## src/rtl/bc_turn_controller.sv

```systemverilog
// Bulls & Cows turn sequencer: secret capture, alternating guesses, serial scoring.
// Ports: clock/reset(sync, active-low), confirm_pulse, sw -> state, scores, attempts, winner.
module bc_turn_controller #(
  parameter int DIGITS    = 4,
  parameter int DW        = 4,
  parameter int MAX_DIGIT = 9
) (
  input  logic                 clock,
  input  logic                 reset,
  input  logic                 confirm_pulse,
  input  logic [DIGITS*DW-1:0] sw,
  output logic [3:0]           state_o,
  output logic                 player_o,
  output logic [2:0]           bulls,
  output logic [2:0]           cows,
  output logic                 result_valid,
  output logic                 input_error,
  output logic [3:0]           attempts_j1,
  output logic [3:0]           attempts_j2,
  output logic [1:0]           winner
);

  typedef enum logic [3:0] {
    SECRET_J1 = 4'd0,
    SECRET_J2 = 4'd1,
    GUESS_J1  = 4'd2,
    SCORE_J1  = 4'd3,
    SHOW_J1   = 4'd4,
    GUESS_J2  = 4'd5,
    SCORE_J2  = 4'd6,
    SHOW_J2   = 4'd7,
    WIN       = 4'd8
  } state_t;

  localparam logic [DW-1:0] MAXD = DW'(MAX_DIGIT);

  state_t state, state_nx;

  logic [DIGITS*DW-1:0] secret_j1, secret_j2, guess;
  logic [2:0]           cnt;
  logic [2:0]           bull_acc, cow_acc;

  logic code_ok;
  logic entry;
  logic scoring;
  logic accept, reject;
  logic [1:0]           k;
  logic [DW-1:0]        g_k;
  logic [DIGITS*DW-1:0] cur_secret;
  logic hit_bull, hit_any;

  // Legal code: all digits in range and pairwise distinct.
  always_comb begin
    code_ok = 1'b1;
    for (int i = 0; i < DIGITS; i++) begin
      if (sw[DW*i +: DW] > MAXD) code_ok = 1'b0;
      for (int j = i + 1; j < DIGITS; j++)
        if (sw[DW*i +: DW] == sw[DW*j +: DW]) code_ok = 1'b0;
    end
  end

  assign entry   = (state == SECRET_J1) || (state == SECRET_J2) ||
                   (state == GUESS_J1)  || (state == GUESS_J2);
  assign scoring = (state == SCORE_J1) || (state == SCORE_J2);
  assign accept  = entry && confirm_pulse && code_ok;
  assign reject  = entry && confirm_pulse && !code_ok;

  // J1 guesses are scored against J2's secret and vice versa.
  assign cur_secret = (state == SCORE_J2) ? secret_j1 : secret_j2;
  assign k          = cnt[1:0];
  assign g_k        = guess[DW*k +: DW];

  always_comb begin
    hit_bull = (g_k == cur_secret[DW*k +: DW]);
    hit_any  = 1'b0;
    for (int j = 0; j < DIGITS; j++)
      if (g_k == cur_secret[DW*j +: DW]) hit_any = 1'b1;
  end

  always_ff @(posedge clock) begin
    if (!reset) state <= SECRET_J1;
    else        state <= state_nx;
  end

  always_comb begin
    state_nx = state;
    unique case (state)
      SECRET_J1: if (accept) state_nx = SECRET_J2;
      SECRET_J2: if (accept) state_nx = GUESS_J1;
      GUESS_J1:  if (accept) state_nx = SCORE_J1;
      GUESS_J2:  if (accept) state_nx = SCORE_J2;
      SCORE_J1:
        if (cnt == 3'd4)
          state_nx = (bull_acc == 3'd4) ? WIN : SHOW_J1;
      SCORE_J2:
        if (cnt == 3'd4)
          state_nx = (bull_acc == 3'd4) ? WIN : SHOW_J2;
      SHOW_J1:   if (confirm_pulse) state_nx = GUESS_J2;
      SHOW_J2:   if (confirm_pulse) state_nx = GUESS_J1;
      WIN:       state_nx = WIN;
      default:   state_nx = SECRET_J1;
    endcase
  end

  always_ff @(posedge clock) begin
    if (!reset) begin
      secret_j1    <= '0;
      secret_j2    <= '0;
      guess        <= '0;
      cnt          <= '0;
      bull_acc     <= '0;
      cow_acc      <= '0;
      bulls        <= '0;
      cows         <= '0;
      result_valid <= 1'b0;
      input_error  <= 1'b0;
      attempts_j1  <= '0;
      attempts_j2  <= '0;
      winner       <= '0;
    end else begin
      result_valid <= 1'b0;
      input_error  <= reject;
      if (accept) begin
        if (state == SECRET_J1) secret_j1 <= sw;
        if (state == SECRET_J2) secret_j2 <= sw;
        if (state == GUESS_J1 || state == GUESS_J2) begin
          guess    <= sw;
          cnt      <= '0;
          bull_acc <= '0;
          cow_acc  <= '0;
        end
      end
      if (scoring) begin
        if (cnt != 3'd4) begin
          cnt <= cnt + 3'd1;
          if (hit_bull)     bull_acc <= bull_acc + 3'd1;
          else if (hit_any) cow_acc  <= cow_acc + 3'd1;
        end else begin
          bulls        <= bull_acc;
          cows         <= cow_acc;
          result_valid <= 1'b1;
          if (state == SCORE_J1) begin
            if (attempts_j1 != 4'hF) attempts_j1 <= attempts_j1 + 4'd1;
            if (bull_acc == 3'd4)    winner <= 2'd1;
          end else begin
            if (attempts_j2 != 4'hF) attempts_j2 <= attempts_j2 + 4'd1;
            if (bull_acc == 3'd4)    winner <= 2'd2;
          end
        end
      end
    end
  end

  assign state_o  = state;
  assign player_o = (state == SECRET_J2) || (state == GUESS_J2) ||
                    (state == SCORE_J2)  || (state == SHOW_J2);

endmodule
```

## config.mk

```make
export PLATFORM = sky130hd
export DESIGN_NAME = bc_turn_controller
export DESIGN_NICKNAME = d
export VERILOG_FILES = /design/src/rtl/bc_turn_controller.sv
export SDC_FILE = /design/constraint.sdc
export NUM_CORES = 1
export LEC_CHECK = 0
export BUFFER_PORTS_ARGS = -buffer_cell sky130_fd_sc_hd__clkbuf_2
export CAP_MARGIN = 20
export CORE_ASPECT_RATIO = 1.75
export CORE_MARGIN = 2
export CORE_UTILIZATION = 55
export CTS_CLUSTER_DIAMETER = 60
export DETAILED_ROUTE_END_ITERATION = 8
export PLACE_DENSITY_LB_ADDON = 0.3
export SETUP_SLACK_MARGIN = 0.5
export SYNTH_ARGS = -nofsm -noshare
export SYNTH_HDL_FRONTEND = slang
export SYNTH_SLANG_ARGS = --single-unit
```

## constraint.sdc

```tcl
create_clock -name clock -period 8.26 [get_ports clock]
set_input_delay 1.652 -clock clock [delete_from_list [all_inputs] [get_ports clock]]
set_output_delay 1.652 -clock clock [all_outputs]
set_load 0.1 [all_outputs]
```

==> out/summary.txt, run 1 <==
status -> finished clean
area grow syn2layout -> 10.0%
initial core utilization -> 0.569
TritonCTS buffer count -> 9
port bufs -> 41
r2r endpoint -> cow_acc[2]
power per cell area -> 177 nW/um2
final instance area -> 4490 um2
Hold Path End -> winner[0]
minimum clock period -> 4.05 ns
CTS tree -> done
CP required -> 8.48 ns
synth warn -> 0
clk root buf -> clkbuf_16
gr usage total -> 0.240
asr flop ratio synth -> 0
synthesized area -> 4080 um2
P_leak -> 1.76 nW
worst-path maximum fanout -> 16
Max Root-Sink Buffers -> 2
FP Rows -> 41
Std-Cell Core Area -> 7180 um2
initial antenna violation count -> 0
Worst EP arrival -> 4.27 ns
Fin. Hold Viols -> 0
DRT antenna net count -> 0
Post-synth EDFFs -> 0
reg2reg setup slack -> 4.85 ns
worst-margin pin slew -> 0.997 ns
worst reg-to-reg path cell count -> 9
total grt overflow -> 0
count leader, synth -> nor2_1
Min-Delay Path Depth -> 2
Yosys reg bits -> 79
metal2 WL -> 5.03 mm
die width -> 69.1 um
met3 WL -> 323 um
Critical Path Max Stage Delay -> 0.95 ns
switching part of the total -> 0.229
post-DR wirelength/cell -> 17.0 um
Initial DRC Count -> 197
synth unique cells -> 48
sequential element share of the synthesized area -> 0.387
vias in the first global route -> 3166
Synth Net Count -> 459
Avg Cell Area, Syn -> 9.43 um2
fin cells -> 542
final antenna diode count -> 0
cell taking the most area after synthesis -> dfxtp_1
largest cells by area after synthesis -> dfxtp_1 (39%), mux2i_1 (18%), nor2_1 (7.5%)
first-pass GRT wire length -> 15.4 mm
Flop pwr share -> 0.486
routed vias -> 3084
pre-CTS setup slack -> 3.91 ns
Total Power -> 796 uW
crit end category -> flop
crit path cell chain -> clkbuf_2 > o21ai_0 > nand4_1 > a41o_1 > or4b_4 > or4b_1 > mux2i_1 > nor2_1
final core occ -> 0.626
RSZ-0062 raised after global routing -> false
Mapped Cells -> 433
post-layout worst setup margin -> 4.21 ns
Setup Buffers After CTS -> 0
Top FF cell, synth -> dfxtp_1
skew final -> 0.00439 ns
placed insts -> 527
Post-CTS Resized -> 0
vias per std cell -> 5.69
Hold Buf Count CTS -> 0
Min-Delay Path Class -> reg -> reg
worst hold start -> winner[0]
Top Layer Used -> met4
Placer Congestion -> 0.828
maxcap violations -> 0
Rel. slew slack -> 0.336
Net count, final -> 478
drt pass-1 iters -> 4
largest net degree at the start of global routing -> 53
layout cells sized above 1 -> 0.160
crit path kind -> in -> reg
metal1 wirelength -> 3.51 mm
clock share of power -> 0.443
period utilization -> 0.491
DRC -> 0
Synth top area share -> 0.387
Internal Dissipation -> 614 uW
Max IR drop VDD -> 0.106 mV
Crit path max-delay family -> simple AND/OR/NAND/NOR gates
Worst-Skew Late Latency -> 0.34 ns
Comb pwr share -> 0.071
final setup vio count -> 0
CTS sink count -> 79
Reg2Reg Launch Point -> state_o[1]
die area -> 8160 um2
setup tns final -> 0 ns
fmax -> 0.247 GHz
H-tree level count -> 3
critical path's slowest cell -> or4b_1
CP Buf/Inv Count -> 1
Placed Area -> 4230 um2
final wirelength -> 9.24 mm
max-slew violations -> 0
Sw Pwr -> 183 uW
chip height -> 118 um
Startpoint Class -> input port
HPWL Detailed -> 6.68 mm
worst hold slack -> 0.463 ns
top post-synthesis cells by count -> nor2_1 (82), dfxtp_1 (79), mux2i_1 (75), xor2_1 (25), xnor2_1 (24)
I/O Pins -> 42
Reg clk slew, reported paths -> 0.05 ns
==> worst min-delay path, stage by stage (launching register included) <==
cell and delay (ns):
dfxtp_1 0.31, nand2_1 0.05, a21oi_1 0.06
==> routing by layer <==
layer	global-route usage	vias to the layer above
met4	0.138	0
met1	0.245	1470
met2	0.435	70
li1	-	1513
met3	0.0548	31
met5	0	-
==> cells by family (layout without fill, tap and decap cells) <==
| kind of cell | count (synthesis) | in the layout | share of synthesized area |
|---|---|---|---|
| buf+inv | 43 | 66 | 0.0564 |
| flops | 79 | 79 | 0.387 |
| fa+ha+maj | 7 | 7 | 0.0214 |
| compound gates | 32 | 32 | 0.0493 |
| mux | 80 | 80 | 0.209 |
| xor+xnor | 49 | 49 | 0.105 |
| simple gates | 143 | 143 | 0.172 |
==> registers in the layout, summed over array words and instances, names as in the netlist, 2 cells and up, named ones only <==
name / count
cow_acc: 3
winner: 2
bulls: 3
attempts_j1: 4
state_o: 4
attempts_j2: 4
cows: 3
cnt: 2
secret_j1: 16
secret_j2: 16
guess: 16
bull_acc: 3
==> final cells by class <==
class                   instances  area [um2]
clock buffers                  14         254
clock inverters                 1        5.00
fillers                       648        2690
inverters                       6        22.5
multi-input cells             311        2270
flip-flops and latches         79        1580
well taps                      86         108
repair buffers                 45         248
==> cells in the final DEF (no fill, tap or decap), types with 2 or more instances in the layout <==
master / count
a21oi_1: 10
mux4_2: 4
nor3_1: 3
inv_2: 2
nand2b_1: 4
or3b_1: 3
buf_4: 3
nand3_1: 3
mux2i_1: 75
a41oi_1: 2
clkbuf_2: 41
ha_1: 7
nand3b_1: 3
nand2_1: 20
nand4_1: 10
clkbuf_16: 9
a31oi_1: 3
xor2_1: 25
o21ai_0: 8
or3b_2: 2
inv_1: 4
xnor2_1: 24
dfxtp_1: 79
clkbuf_1: 4
o22ai_1: 2
nor2_1: 81
==> worst max-delay path by stage <==
stage               startpoint           end  slack, ns  depth (start not counted)
finish                   sw[6]  secret_j2[6]       4.21                          8
global route             sw[6]  secret_j2[5]       4.13                          8
CTS                      sw[9]  secret_j2[6]       4.26                          8
detailed placement       sw[9]  secret_j2[6]       3.91                          8
global placement         sw[6]  secret_j2[6]       3.96                          8
floorplan           state_o[0]      player_o       3.79                          3
==> power groups by stage <==
| stage | Sequential (mW) | Combinational (mW) | Clock (mW) |
|---|---|---|---|
| 3_3_place_gp | 0.395 | 0.0534 | 0 |
| 5_1_grt | 0.387 | 0.0605 | 0.375 |
| 4_1_cts | 0.387 | 0.0560 | 0.359 |
| 6_report | 0.387 | 0.0562 | 0.353 |
| 2_1_floorplan | 0.399 | 0.0403 | 0 |
| 3_5_place_dp | 0.396 | 0.0557 | 0 |
Note: power is estimated with default switching activity, not from simulation.
==> run 2, diff against run 1 <==
CORE_UTILIZATION = 53   (was 55)
clock period = 3.5 ns   (was 8.26 ns; I/O delays follow)
==> out/summary.txt, run 2 (same netlist as run 1, synthesis figures left out) <==
status -> finished clean (unchanged)
clk root buf -> clkbuf_16 (unchanged)
gr usage total -> 0.235 (was 0.240)
vias per std cell -> 5.63 (was 5.69)
die area -> 8450 um2 (was 8160 um2)
CTS sink count -> 79 (unchanged)
Internal Dissipation -> 1.52 mW (was 614 uW)
worst reg-to-reg path cell count -> 10 (was 9)
Startpoint Class -> flop (was input port)
FF/Latch Area -> 1590 um2 (was 1580 um2)
DRT antenna net count -> 0 (unchanged)
Comb pwr share -> 0.070 (was 0.071)
Initial DRC Count -> 178 (was 197)
Placer Congestion -> 0.840 (was 0.828)
crit path cell chain -> nor4bb_4 > buf_4 > buf_12 > mux2i_1 > xor2_1 > nand4_2 > a41oi_1 > or3b_4 > or3b_1 > a31oi_1 (was clkbuf_2 > o21ai_0 > nand4_1 > a41o_1 > or4b_4 > or4b_1 > mux2i_1 > nor2_1)
RSZ-0062 raised after global routing -> true (was false)
minimum clock period -> 2.89 ns
drt pass-1 iters -> 4 (unchanged)
FP Rows -> 42 (was 41)
HPWL Detailed -> 6.85 mm (was 6.68 mm)
initial antenna violation count -> 0 (unchanged)
Max IR drop VDD -> 0.391 mV (was 0.106 mV)
maxcap violations -> 0 (unchanged)
TritonCTS buffer count -> 9 (unchanged)
Reg clk slew, reported paths -> 0.06 ns (was 0.05 ns)
worst-margin pin slew -> 0.825 ns (was 0.997 ns)
Rel. slew slack -> 0.445 (was 0.336)
critical path's slowest cell -> or3b_4 (was or4b_1)
metal2 WL -> 5.24 mm (was 5.03 mm)
port bufs -> 41 (unchanged)
CTS tree -> done (unchanged)
CP required -> 3.76 ns (was 8.48 ns)
largest net degree at the start of global routing -> 41 (was 53)
Worst-Skew Late Latency -> 0.34 ns (about the same)
Critical Path Max Stage Delay -> 0.44 ns (was 0.95 ns)
area of the multi-input gates -> 2340 um2 (was 2270 um2)
period utilization -> 0.826
H-tree level count -> 3 (unchanged)
Top Registers -> guess: 16 flops, secret_j1: 16 flops, secret_j2: 16 flops (unchanged)
fmax -> 0.346 GHz
initial core utilization -> 0.543 (was 0.569)
area grow syn2layout -> 15.6% (was 10.0%)
P_leak -> 1.86 nW (was 1.76 nW)
chip height -> 120 um (was 118 um)
metal1 wirelength -> 3.52 mm (was 3.51 mm)
Flop pwr share -> 0.463 (was 0.486)
Worst EP arrival -> 3.16 ns (was 4.27 ns)
routed vias -> 3137 (was 3084)
power per cell area -> 417 nW/um2 (was 177 nW/um2)
Min-Delay Path Depth -> 2 (unchanged)
layout cells sized above 1 -> 0.209 (was 0.160)
Hold Buf Count CTS -> 0 (unchanged)
Fillers -> 643 (was 648)
first-pass GRT wire length -> 15.3 mm (was 15.4 mm)
Std-Cell Core Area -> 7510 um2 (was 7180 um2)
Fin. Hold Viols -> 0 (unchanged)
final setup vio count -> 0 (unchanged)
most frequent cells in the layout -> nor2_1 (80), dfxtp_1 (75), mux2i_1 (70), clkbuf_2 (41), xor2_1 (25) (was nor2_1 (81), dfxtp_1 (79), mux2i_1 (75), clkbuf_2 (41), xor2_1 (25))
crit path kind -> reg -> reg (was in -> reg)
max-slew violations -> 0 (unchanged)
worst hold slack -> 0.453 ns (was 0.463 ns)
vias in the first global route -> 3202 (was 3166)
Crit path max-delay family -> simple AND/OR/NAND/NOR gates (unchanged)
CP Buf/Inv Count -> 2 (was 1)
die width -> 70.4 um (was 69.1 um)
DRC -> 0 (unchanged)
met3 WL -> 336 um (was 323 um)
clock share of power -> 0.467 (was 0.443)
final core occ -> 0.628 (was 0.626)
Max Root-Sink Buffers -> 2 (unchanged)
switching part of the total -> 0.227 (was 0.229)
worst-path maximum fanout -> 10 (was 16)
total grt overflow -> 0 (unchanged)
Net count, final -> 491 (was 478)
Min-Delay Path Class -> reg -> reg (unchanged)
crit end category -> flop (unchanged)
CP Depth -> 10 (was 8)
commonest non-fill, non-tap cell in the layout -> nor2_1 (unchanged)
Sw Pwr -> 448 uW (was 183 uW)
skew final -> 0.00454 ns (was 0.00439 ns)
Top Layer Used -> met4 (unchanged)
final antenna diode count -> 0 (unchanged)
post-DR wirelength/cell -> 17.1 um (was 17.0 um)
I/O Pins -> 42 (unchanged)
setup tns final -> 0 ns (unchanged)
final wirelength -> 9.54 mm (was 9.24 mm)
[run 2: changes by cell type in the layout (fill, tap and decap cells not counted), moves of 3 or more]
cell / previous run / this run
mux2i_1: 75 / 70
mux2i_4: 0 / 4
buf_4: 3 / 14
dfxtp_2: 0 / 3
dfxtp_1: 79 / 75
[run 2: timing repair]
item	4_1_cts	5_1_grt
endpoints found under the setup margin	0	2
buffers inserted	0	2
gates resized for setup	0	11
[run 2: area by class of cell]
class | instances | area share
Multi-Input combinational cell | 311 | 0.496
Timing Repair Buffer | 58 | 0.0795
Clock buffer | 14 | 0.0538
Sequential cell | 79 | 0.337
Tap cell | 88 | 0.0233
Clock inverter | 1 | 0.00636
Inverter | 6 | 0.00477
[run 2: routing by layer]
metal | GRT usage | up-vias
li1 | - | 1529
met1 | 0.229 | 1495
met2 | 0.439 | 82
met3 | 0.0470 | 31
met4 | 0.147 | 0
met5 | 0 | -
[run 2: worst register-to-register path, stage by stage (launching register included)]
cell      delay, ns
dfxtp_2        0.38
nor4bb_4       0.29
buf_4          0.18
buf_12         0.17
mux2i_1        0.31
xor2_1         0.20
nand4_2        0.12
a41oi_1        0.20
or3b_4         0.44
or3b_1         0.36
a31oi_1        0.17
[run 2: final timing paths]
| path | start | slack, ns | to |
|---|---|---|---|
| setup / recovery | state_o[0] | 0.61 | cow_acc[2] |
| hold / removal | winner[0] | 0.45 | winner[0] |
| setup reg to reg | state_o[0] | 0.61 | cow_acc[2] |
| hold reg to reg | winner[0] | 0.45 | winner[0] |
[run 2: metrics by stage]
stage / setup slack (ns) / cells / instance area, um2 / total power [mW]
finish: 0.610 / 557 / 4720 / 1.97
global route: 0.457 / 557 / 4720 / 2.03
CTS: 0.553 / 554 / 4620 / 1.98
detailed placement: 0.441 / 539 / 4330 / 1.07
global placement: 0.490 / 539 / 4330 / 1.06
floorplan: 0.571 / 433 / 4090 / 1.04
[run 2: power by group through the flow]
stage               Clock, mW  Combinational, mW  Sequential (mW)
floorplan                   0             0.0952            0.940
global placement            0              0.132            0.931
detailed placement          0              0.135            0.931
CTS                     0.930              0.137            0.912
global route            0.971              0.148            0.913
finish                  0.920              0.138            0.912
